===== src/rtl/rc_cmp_width_ctrl.sv =====
// RC charge-time measurement controller: discharges the RC network, then charges it
// and counts clk cycles until the comparator trips, reporting the count or a timeout.
module rc_cmp_width_ctrl #(
    parameter int unsigned CNT_W      = 16,
    parameter int unsigned SETTLE_CYC = 8,
    parameter int unsigned TIMEOUT    = 1000
) (
    input  logic             clk,
    input  logic             rst,
    input  logic             start,
    input  logic             cmp_in,
    output logic             stim,
    output logic             busy,
    output logic             done,
    output logic [CNT_W-1:0] width,
    output logic             timed_out
);

    typedef enum logic [1:0] {
        IDLE,
        DISCH,
        MEAS,
        REPORT
    } state_t;

    localparam logic [CNT_W-1:0] SETTLE_LAST = CNT_W'(SETTLE_CYC - 1);
    localparam logic [CNT_W-1:0] TO_LAST     = CNT_W'(TIMEOUT - 1);
    localparam logic [CNT_W-1:0] TO_VAL      = CNT_W'(TIMEOUT);

    state_t           state, state_nx;
    logic [CNT_W-1:0] cnt, cnt_nx;
    logic [CNT_W-1:0] width_nx;
    logic             to_nx;

    always_ff @(posedge clk or negedge rst) begin
        if (!rst) begin
            state     <= IDLE;
            cnt       <= '0;
            width     <= '0;
            timed_out <= 1'b0;
        end else begin
            state     <= state_nx;
            cnt       <= cnt_nx;
            width     <= width_nx;
            timed_out <= to_nx;
        end
    end

    always_comb begin
        state_nx = state;
        cnt_nx   = cnt;
        width_nx = width;
        to_nx    = timed_out;
        case (state)
            IDLE: begin
                cnt_nx = '0;
                if (start) state_nx = DISCH;
            end
            DISCH: begin
                // Settling takes priority over a timeout landing on the same edge.
                if (cnt >= SETTLE_LAST && !cmp_in) begin
                    state_nx = MEAS;
                    cnt_nx   = '0;
                end else if (cnt >= TO_LAST) begin
                    state_nx = REPORT;
                    width_nx = TO_VAL;
                    to_nx    = 1'b1;
                end else begin
                    cnt_nx = cnt + CNT_W'(1);
                end
            end
            MEAS: begin
                if (cmp_in) begin
                    state_nx = REPORT;
                    width_nx = cnt;
                    to_nx    = 1'b0;
                end else if (cnt >= TO_LAST) begin
                    state_nx = REPORT;
                    width_nx = TO_VAL;
                    to_nx    = 1'b1;
                end else begin
                    cnt_nx = cnt + CNT_W'(1);
                end
            end
            REPORT: begin
                cnt_nx   = '0;
                state_nx = IDLE;
            end
            default: state_nx = IDLE;
        endcase
    end

    // Outputs decode the state register, so reset clears them without waiting for clk.
    assign busy = (state != IDLE);
    assign stim = (state == MEAS);
    assign done = (state == REPORT);

endmodule

===== config.mk =====
export PLATFORM = sky130hd
export DESIGN_NAME = rc_cmp_width_ctrl
export DESIGN_NICKNAME = d
export VERILOG_FILES = /design/src/rtl/rc_cmp_width_ctrl.sv
export SDC_FILE = /design/constraint.sdc
export NUM_CORES = 1
export LEC_CHECK = 0
export BUFFER_PORTS_ARGS = -buffer_cell sky130_fd_sc_hd__buf_2
export CAP_MARGIN = 0
export CORE_AREA = 4 4 73 75
export CTS_BUF_LIST = sky130_fd_sc_hd__clkbuf_8
export DETAILED_ROUTE_END_ITERATION = 16
export DIE_AREA = 0 0 77 79
export SLEW_MARGIN = 40
export SYNTH_ARGS = -nofsm -noshare
export SYNTH_HDL_FRONTEND = slang
export SYNTH_SLANG_ARGS = --single-unit
export TNS_END_PERCENT = 30

===== constraint.sdc =====
create_clock -name clk -period 2 [get_ports clk]
set_clock_uncertainty 0.15 [all_clocks]
set_input_delay 0.4 -clock clk [delete_from_list [all_inputs] [get_ports clk]]
set_output_delay 0.4 -clock clk [all_outputs]
set_load 0.01 [all_outputs]

==> reports/qor.yml, run 1 <==
async_reset_ff_share_pct: 100.0
synth_cell_types: 41
synthSimpleGateAreaFrac_pct: 17.26
clk_pin_slew_ns: 0.07
hold_class: "input port to async pin"
die_w_microns: 77
clkLatencyLatePin_ns: 0.28
syn_area_sq_um: 1588
wl_mm: 3.954
synth_top_family_by_area: "compound AO/OA/AOI/OAI gates"
drv_slew: 0
crit_required_ns: 2.06
slew_headroom_pct: 66.31
tightest_slew_ns: 0.5035
end_kind: "flop"
setup_slack_ns: -0.02115
violations: "hold timing, setup timing"
period_needed_ns: 2.021
post-route-period-util_pct: 101.1
synth_edf_count: 0
die_h_microns: 79
reg2reg_from: "cnt[0]$_DFFE_PN0P_"
final_cell_mix: "dfrtp_1 (35), buf_2 (23), buf_4 (23)"
cts_sinks: 35
drive_gt1_share_pct: 39.67
hold_violations: 34
cts_root_buf: "clkbuf_8"
nets: 188
ys_ff_latch: 35
grtUsageTotal_pct: 14.22
synthTopCellsByArea: "dfrtp_1 (55%), a22o_1 (5.5%), nor2b_1 (3.2%)"
gr-total-overflow: 0
drc: 0
grt_pass1_vias: 1358
grt_antenna_before_repair: 0
layout_commonest_cell: "dfrtp_1"
netlist.area_leader.share_pct: 55.16
r2r_setup_slack_ns: -0.02
p_leak_nw: 1.036
syn_nets: 140
post_synth_mux_area_share_pct: 0
holdWs_ns: -0.01692
synthAdderAreaFrac_pct: 0.7880
routedWlPerCell_microns: 16.61
multi_input_area_sq_um: 730.7
ys_warn_count: 0
postSynthAreaPerCell_sq_um: 11.76
p_per_area_nw_per_um2: 1010
diodes: 0
synthCells: 135
drtAntennaViolNets: 0
yosys_most_used_dff: "dfrtp_1"
numCtsBuffers: 5
grt_max_degree: 36
irDropWorstVdd_mv: 0.4949
synth-compound-area-share_pct: 24.35
fill_cells: 435
reg2reg_depth: 6
cts_tree: "built"
drt_pass1_iterations: 4
portBuffers: 23
startpoint_type: "flop"
yosysTopAreaCell: "dfrtp_1"
start_util_pct: 34.07
clock_path_buffers: 2
synthXorXnorAreaFrac_pct: 0
dieArea_sq_um: 6083
fmax_mhz: 494.8
finalSetupTns_ns: -0.02966
seq_area_frac_synth_pct: 55.16
finalSetupViolations: 3
cts_hold_buffers: 0
max-cap-violations: 0
final_util_pct: 44.97
initialDrtViolationCount: 75
critPathArrivalTime_ns: 2.08
row_count: 25
via_per_inst: 5.529
ios: 24
crit_fanout: 8
rsz0062_at_grt: "yes"
regToRegEndpoint: "cnt[2]$_DFFE_PN0P_"
dr_total_vias: 1316
area.sequential_sq_um: 875.8
hpwl_mm: 2.690
critPathKind: "flop to flop"
gp_congestion: 0.8647
grt_pass1_wl_mm: 6.906
design.core.area_sq_um: 4661
status: "finished, violations left"
syn2layout_area_growth_pct: 31.99
htreeDepth: 2
[power by group]
group | leakage (nW) | internal (mW) | switching (mW) | total (mW)
clock network | 0.0526 | 0.277 | 0.262 | 0.539
logic | 0.505 | 0.333 | 0.360 | 0.693
registers | 0.479 | 0.808 | 0.0772 | 0.886
[per-layer routing]
layer  global-route usage [%]  share of wire [%]  vias to the layer above
met2                    21.78                 48                       44
li1                         -                  -                      619
met3                    2.948                4.3                        7
met5                        0                  0                        -
met1                    19.35                 46                      646
met4                    6.584                1.5                        0
[worst max path at each step]
| stage | endpoint | depth (start not counted) | slack [ns] | start |
|---|---|---|---|---|
| after global routing | cnt[2]$_DFFE_PN0P_ | 6 | -0.1 | cnt[0]$_DFFE_PN0P_ |
| after global placement | timed_out$_DFFE_PN0P_ | 7 | 0.002 | cnt[0]$_DFFE_PN0P_ |
| after CTS | timed_out$_DFFE_PN0P_ | 6 | -0.005 | cnt[12]$_DFFE_PN0P_ |
| final | cnt[2]$_DFFE_PN0P_ | 6 | -0.02 | cnt[0]$_DFFE_PN0P_ |
| after floorplan | width[3]$_DFFE_PN0P_ | 6 | 0.01 | cnt[0]$_DFFE_PN0P_ |
| after detailed placement | timed_out$_DFFE_PN0P_ | 7 | -0.02 | cnt[0]$_DFFE_PN0P_ |
[metrics by stage]
step	worst slack [ns]	cells	hold WS [ns]	cell area [sq um]	power, mW
3_5_place_dp	-0.01854	225	0.3119	1907	1.545
2_1_floorplan	0.01210	135	-0.04559	1593	1.234
3_3_place_gp	0.001875	225	0.3017	1907	1.534
5_1_grt	-0.09935	238	0.02644	2096	2.255
6_report	-0.02115	238	-0.01692	2096	2.117
4_1_cts	-0.005090	234	0.003594	2031	2.100
[critical path: stages (launching register included)]
cell,delay [ns]
dfrtp_1,0.39
ha_2,0.20
a211oi_2,0.22
buf_4,0.16
o311ai_4,0.15
or4_1,0.49
a21oi_2,0.18
[synthesized netlist by cell type (all sizes together) (3+ instances only)]
cell	count
dfrtp	35
a21oi	10
a22o	10
nor2b	8
nand2	6
o31ai	6
or4	6
nand3	5
o22a	5
clkbuf	4
o21ai	4
buf	3
nor2	3
[kinds of logic (layout without fill, tap and decap cells)]
group | after synthesis | count (layout)
AOI/OAI and AO/OA | 47 | 47
and+or+nand+nor | 43 | 43
DFF | 35 | 35
buffers and inverters | 9 | 58
adders and majority gates | 1 | 1
[sequential cells by signal (all words and copies together) (netlist names)]
| signal | count |
|---|---|
| timed_out | 1 |
| width | 16 |
| cnt | 16 |
| state | 2 |
[repair_timing]
action / in CTS / in global routing
pin swaps: 1 / 5
setup endpoints to repair: 6 / 26
resized for setup: 3 / 8
buffers inserted: 1 / 4
[cell type report]
| cell class | instances | area share, % |
|---|---|---|
| clock buffers | 6 | 3.940 |
| clock inverters | 2 | 0.5970 |
| inverters | 2 | 0.3582 |
| multi-input cells | 91 | 34.87 |
| flip-flops and latches | 35 | 41.79 |
| well taps | 54 | 3.224 |
| repair buffers | 48 | 15.22 |
No activity file was read; power rests on OpenSTA's default activity.
==> inputs of run 2 (changes only) <==
Settings changed: RECOVER_POWER set to 100.
Clock period 2 ns to 2.07 ns, I/O delays scaled along.
==> reports/qor.yml, run 2 (same netlist as run 1, synthesis figures left out) <==
end_kind: "flop"
critPathArrivalTime_ns: 2.09  # about the same
design.core.area_sq_um: 4661  # unchanged
dieArea_sq_um: 6083  # unchanged
routed.top_layer: "met4"
multi_input_area_sq_um: 740.7  # +1.4%
path_cells: "ha_1, a211oi_4, buf_4, a41o_4, a21oi_2, buf_12, o31ai_1"
hold_violations: 0  # -100%
grt_antenna_before_repair: 0  # unchanged
rsz0062_at_grt: "yes"
routedWlPerCell_microns: 16.45  # -0.99%
hold_class: "flop to flop"
gp_congestion: 0.8897  # +2.9%
final_util_pct: 44.30  # -0.67 points
wl_mm: 3.816  # -3.5%
cp_top_family: "compound AO/OA/AOI/OAI gates"
drc: 0  # unchanged
initialDrtViolationCount: 83  # +11%
die_w_microns: 77  # unchanged
ios: 24  # unchanged
crit_required_ns: 2.13  # +0.07 ns
cp_num_buf_inv: 2  # +1
met2_length_mm: 1.818  # -5.0%
route.met3.wl_microns: 169  # -1.2%
post-route-period-util_pct: 98.39  # -2.7 points
tightest_slew_ns: 0.8669  # +0.3634 ns
clkLatencyLatePin_ns: 0.29  # about the same
hpwl_mm: 2.735  # +1.7%
drtAntennaViolNets: 0  # unchanged
irDropWorstVdd_mv: 0.4633  # -6.4%
hold-path-cell-count: 2
period_needed_ns: 2.037  # +0.01549 ns
drive_gt1_share_pct: 26.97  # -13 points
clk_pin_slew_ns: 0.08  # about the same
portBuffers: 23  # unchanged
cts_tree: "built"
row_count: 25  # unchanged
die_h_microns: 79  # unchanged
layout_commonest_cell: "dfrtp_1"
critical_path.max_stage_delay_ns: 0.38  # -0.11 ns
grt_pass1_vias: 1280  # -5.7%
total_power_mw: 2.147  # +1.4%
slew_headroom_pct: 42.21  # -24 points
finalSetupTns_ns: 0  # +0.02966 ns
via_per_inst: 5.500  # -0.53%
finalSetupViolations: 0  # -3
final_cell_mix: "dfrtp_1 (34), clkbuf_1 (18), buf_4 (17)"
reg2reg_depth: 7  # +1
met1Wirelength_mm: 1.784  # -1.3%
drt_pass1_iterations: 4  # unchanged
path_depth: 7  # +1
syn2layout_area_growth_pct: 30.02
dr_total_vias: 1276  # -3.0%
p_leak_nw: 0.9476  # -8.5%
holdWs_ns: 0.3430  # +0.3599 ns
grt_max_degree: 36  # unchanged
grtUsageTotal_pct: 13.36  # -0.86 points
htreeDepth: 2  # unchanged
p_per_area_nw_per_um2: 1040  # +3.0%
nets: 182  # -3.2%
start_util_pct: 34.07  # unchanged
gr-total-overflow: 0  # unchanged
drv_slew: 0  # unchanged
clock_path_buffers: 2  # unchanged
diodes: 0  # unchanged
crit_fanout: 17  # +9
status: "completed"
startpoint_type: "flop"
fmax_mhz: 491.0  # -0.76%
cts_root_buf: "clkbuf_8"
crit_slowest_cell: "dfrtp_1"
largestRegisters: "cnt: 16 flops, width: 16 flops, state: 2 flops"
max-cap-violations: 0  # unchanged
area.sequential_sq_um: 877.1  # +0.14%
critPathKind: "flop to flop"
grt_pass1_wl_mm: 6.417  # -7.1%
cts_sinks: 35  # unchanged
numCtsBuffers: 5  # unchanged
fill_cells: 451  # +3.7%
==> run 2: worst paths after layout <==
kind	startpoint	end	slack, ns
max in group asynchronous	rst	cnt[10]$_DFFE_PN0P_	0.55
min in group asynchronous	rst	cnt[9]$_DFFE_PN0P_	0.62
worst min-delay path	timed_out$_DFFE_PN0P_	timed_out$_DFFE_PN0P_	0.34
worst min register to register	timed_out$_DFFE_PN0P_	timed_out$_DFFE_PN0P_	0.34
worst max register to register	cnt[0]$_DFFE_PN0P_	timed_out$_DFFE_PN0P_	0.03
worst max-delay path	cnt[0]$_DFFE_PN0P_	timed_out$_DFFE_PN0P_	0.03
==> run 2: cell type report <==
class	instances	area share (%)
multi-input combinational	91	35.88
tap	54	3.273
inverter	2	0.3636
timing repair buffer	42	12.12
sequential	35	42.48
clock buffer	6	4.000
clock inverter	2	1.879
==> run 2: metrics by stage <==
step	cell area, sq um	worst slack [ns]	instances
after global placement	1884	0.05923	222
final	2064	0.03337	232
after floorplan	1593	0.08210	135
after global routing	2064	-0.04183	232
after CTS	2006	0.01556	230
after detailed placement	1884	0.009771	222
==> run 2: worst register-to-register path, cell delays in order, from the launching register on <==
cell      delay (ns)
dfrtp_1         0.38
ha_1            0.26
a211oi_4        0.28
buf_4           0.17
a41o_4          0.24
a21oi_2         0.08
buf_12          0.17
o31ai_1         0.23
==> run 2: metal layers <==
layer  global-route usage, %  vias up
met1                   17.98      644
met2                   20.99       24
met5                       0        -
li1                        -      603
met4                   3.737        0
met3                   3.968        5
==> run 2: report_power, final <==
| part | total, mW | leakage, nW | internal [mW] | switching [mW] |
|---|---|---|---|---|
| Sequential | 0.850 | 0.477 | 0.781 | 0.0687 |
| Combinational | 0.641 | 0.409 | 0.291 | 0.350 |
| Clock | 0.656 | 0.0618 | 0.396 | 0.260 |
| Total | 2.15 | 0.948 | 1.47 | 0.679 |
==> run 2: timing repair <==
action / CTS / global route
setup buffers: 0 / 1
hold buffers: 0 / 1
setup endpoints to repair: 0 / 22
gates resized for setup: 0 / 11
hold endpoints to repair: 0 / 35
==> inputs of run 3 (changes only) <==
Settings changed: CORE_AREA 4 4 73 75 to 3 3 72 74, CTS_CLUSTER_SIZE set to 12, DIE_AREA 0 0 77 79 to 0 0 75 77.
==> reports/qor.yml, run 3 (same netlist as run 1, synthesis figures left out) <==
cp_num_buf_inv: 1  # -1
critical_path.max_stage_delay_ns: 0.56  # +0.18 ns
final_cell_mix: "dfrtp_1 (34), clkbuf_1 (19), buf_4 (16)"
end_kind: "flop"
grt_pass1_vias: 1306  # +2.0%
crit_required_ns: 2.13  # about the same
grt_max_degree: 36  # unchanged
drive_gt1_share_pct: 24.86  # -2.1 points
crit_slowest_cell: "nor4_1"
critPathKind: "flop to flop"
nets: 181  # -0.55%
ios: 24  # unchanged
path_cells: "nor4_1, a41o_4, a21oi_2, buf_4, o31ai_2"
clk_pin_slew_ns: 0.07  # about the same
fin_area_sq_um: 1993  # -3.5%
wl_mm: 3.905  # +2.3%
clkLatencyLatePin_ns: 0.29  # about the same
largestRegisters: "cnt: 16 flops, width: 16 flops, state: 2 flops"
numCtsBuffers: 5  # unchanged
tightest_slew_ns: 0.8459  # -0.02100 ns
total_power_mw: 1.933  # -10%
crit_fanout: 12  # -5
cts_tree: "built"
diodes: 0  # unchanged
htreeDepth: 2  # unchanged
gp_congestion: 0.8243  # -7.4%
setup_slack_ns: -0.01610  # -0.04947 ns
min_to: "width[7]$_DFFE_PN0P_"
slew_headroom_pct: 43.61  # +1.4 points
cp_top_family: "compound AO/OA/AOI/OAI gates"
cts_sinks: 35  # unchanged
grtUsageTotal_pct: 14.42  # +1.1 points
layout_commonest_cell: "dfrtp_1"
reg2reg_from: "cnt[7]$_DFFE_PN0P_"
p_per_area_nw_per_um2: 970.0  # -6.7%
routed.top_layer: "met4"
period_needed_ns: 2.086  # +0.04947 ns
holdWs_ns: 0.3449  # +0.001918 ns
via_per_inst: 5.675  # +3.2%
clock_path_buffers: 2  # unchanged
syn2layout_area_growth_pct: 25.53
routedWlPerCell_microns: 16.90  # +2.8%
hold_class: "flop to flop"
drt_pass1_iterations: 4  # unchanged
cts_root_buf: "clkbuf_8"
drtAntennaViolNets: 0  # unchanged
start_util_pct: 34.07  # unchanged
violations: "setup timing"
reg2reg_depth: 5  # -2
route.met3.wl_microns: 168  # -0.59%
startpoint_type: "flop"
die_w_microns: 75  # -2.6%
hold_start: "width[7]$_DFFE_PN0P_"
place_ws_ns: -0.05202  # -0.06179 ns
fmax_mhz: 479.4  # -2.4%
irDropWorstVdd_mv: 0.4311  # -6.9%
drv_slew: 0  # unchanged
row_count: 25  # unchanged
met2_length_mm: 1.858  # +2.2%
grt_pass1_wl_mm: 6.451  # +0.53%
initialDrtViolationCount: 73  # -12%
finalSetupViolations: 1  # +1
regToRegEndpoint: "timed_out$_DFFE_PN0P_"
drc: 0  # unchanged
post-route-period-util_pct: 100.8  # +2.4 points
met1Wirelength_mm: 1.836  # +2.9%
grt_antenna_before_repair: 0  # unchanged
critPathArrivalTime_ns: 2.14  # +0.05 ns
hold_violations: 0  # unchanged
dr_total_vias: 1311  # +2.7%
die_h_microns: 77  # -2.5%
placed_cell_area_sq_um: 1834  # -2.7%
hpwl_mm: 2.652  # -3.0%
status: "finished, violations left"
gr-total-overflow: 0  # unchanged
portBuffers: 23  # unchanged
p_leak_nw: 0.9177  # -3.2%
hold-path-cell-count: 1  # -1
dieArea_sq_um: 5775  # -5.1%
max-cap-violations: 0  # unchanged
r2r_setup_slack_ns: -0.02  # -0.05 ns
design.core.area_sq_um: 4661  # unchanged
==> run 3: cell types whose count changed in the layout (fill, tap and decap cells not counted), sizes merged <==
cell and change:
bufinv -1, buf -2, clkinv +1, clkinvlp +1
==> run 3: report_power, final <==
part / switching [mW] / internal, mW
registers: 0.0820 / 0.781
logic: 0.337 / 0.253
clock network: 0.250 / 0.230
total: 0.670 / 1.26
==> run 3: timing repair <==
action / 4_1_cts / 5_1_grt
setup buffers: 0 / 5
resized for setup: 2 / 7
hold buffers: 0 / 1
setup endpoints to repair: 18 / 23
endpoints found under the hold margin: 0 / 35
pin swaps: 2 / 7
==> run 3: worst max-delay path by stage <==
stage	startpoint	to	slack [ns]	depth (start not counted)
2_1_floorplan	cnt[0]$_DFFE_PN0P_	width[3]$_DFFE_PN0P_	0.08	6
3_3_place_gp	cnt[5]$_DFFE_PN0P_	width[9]$_DFFE_PN0P_	-0.009	4
3_5_place_dp	cnt[5]$_DFFE_PN0P_	width[9]$_DFFE_PN0P_	-0.05	4
4_1_cts	cnt[10]$_DFFE_PN0P_	cnt[8]$_DFFE_PN0P_	-0.01	5
5_1_grt	cnt[7]$_DFFE_PN0P_	timed_out$_DFFE_PN0P_	-0.13	5
6_report	cnt[7]$_DFFE_PN0P_	timed_out$_DFFE_PN0P_	-0.02	5
==> run 3: stage by stage <==
| stage | setup TNS, ns | utilization [%] | std cells |
|---|---|---|---|
| detailed placement | -0.2934 | 39.36 | 217 |
| global route | -0.7065 | 42.77 | 231 |
| global placement | -0.009034 | 39.36 | 217 |
| floorplan | 0 | - | 135 |
| finish | -0.01610 | 42.77 | 231 |
| CTS | -0.01472 | 41.56 | 225 |
==> run 3: cell type report <==
type / instances / area, sq um
Clock buffer: 5 / 68.82
Clock inverter: 3 / 16.27
Fill cell: 449 / 2668
Inverter: 2 / 7.507
Multi-Input combinational cell: 91 / 729.5
Sequential cell: 35 / 877.1
Tap cell: 54 / 67.56
Timing Repair Buffer: 41 / 226.5
==> run 3: layer usage <==
layer	track usage [%]	vias up
li1	-	602
met1	20.03	672
met2	21.52	31
met3	3.801	6
met4	4.804	0
met5	0	-
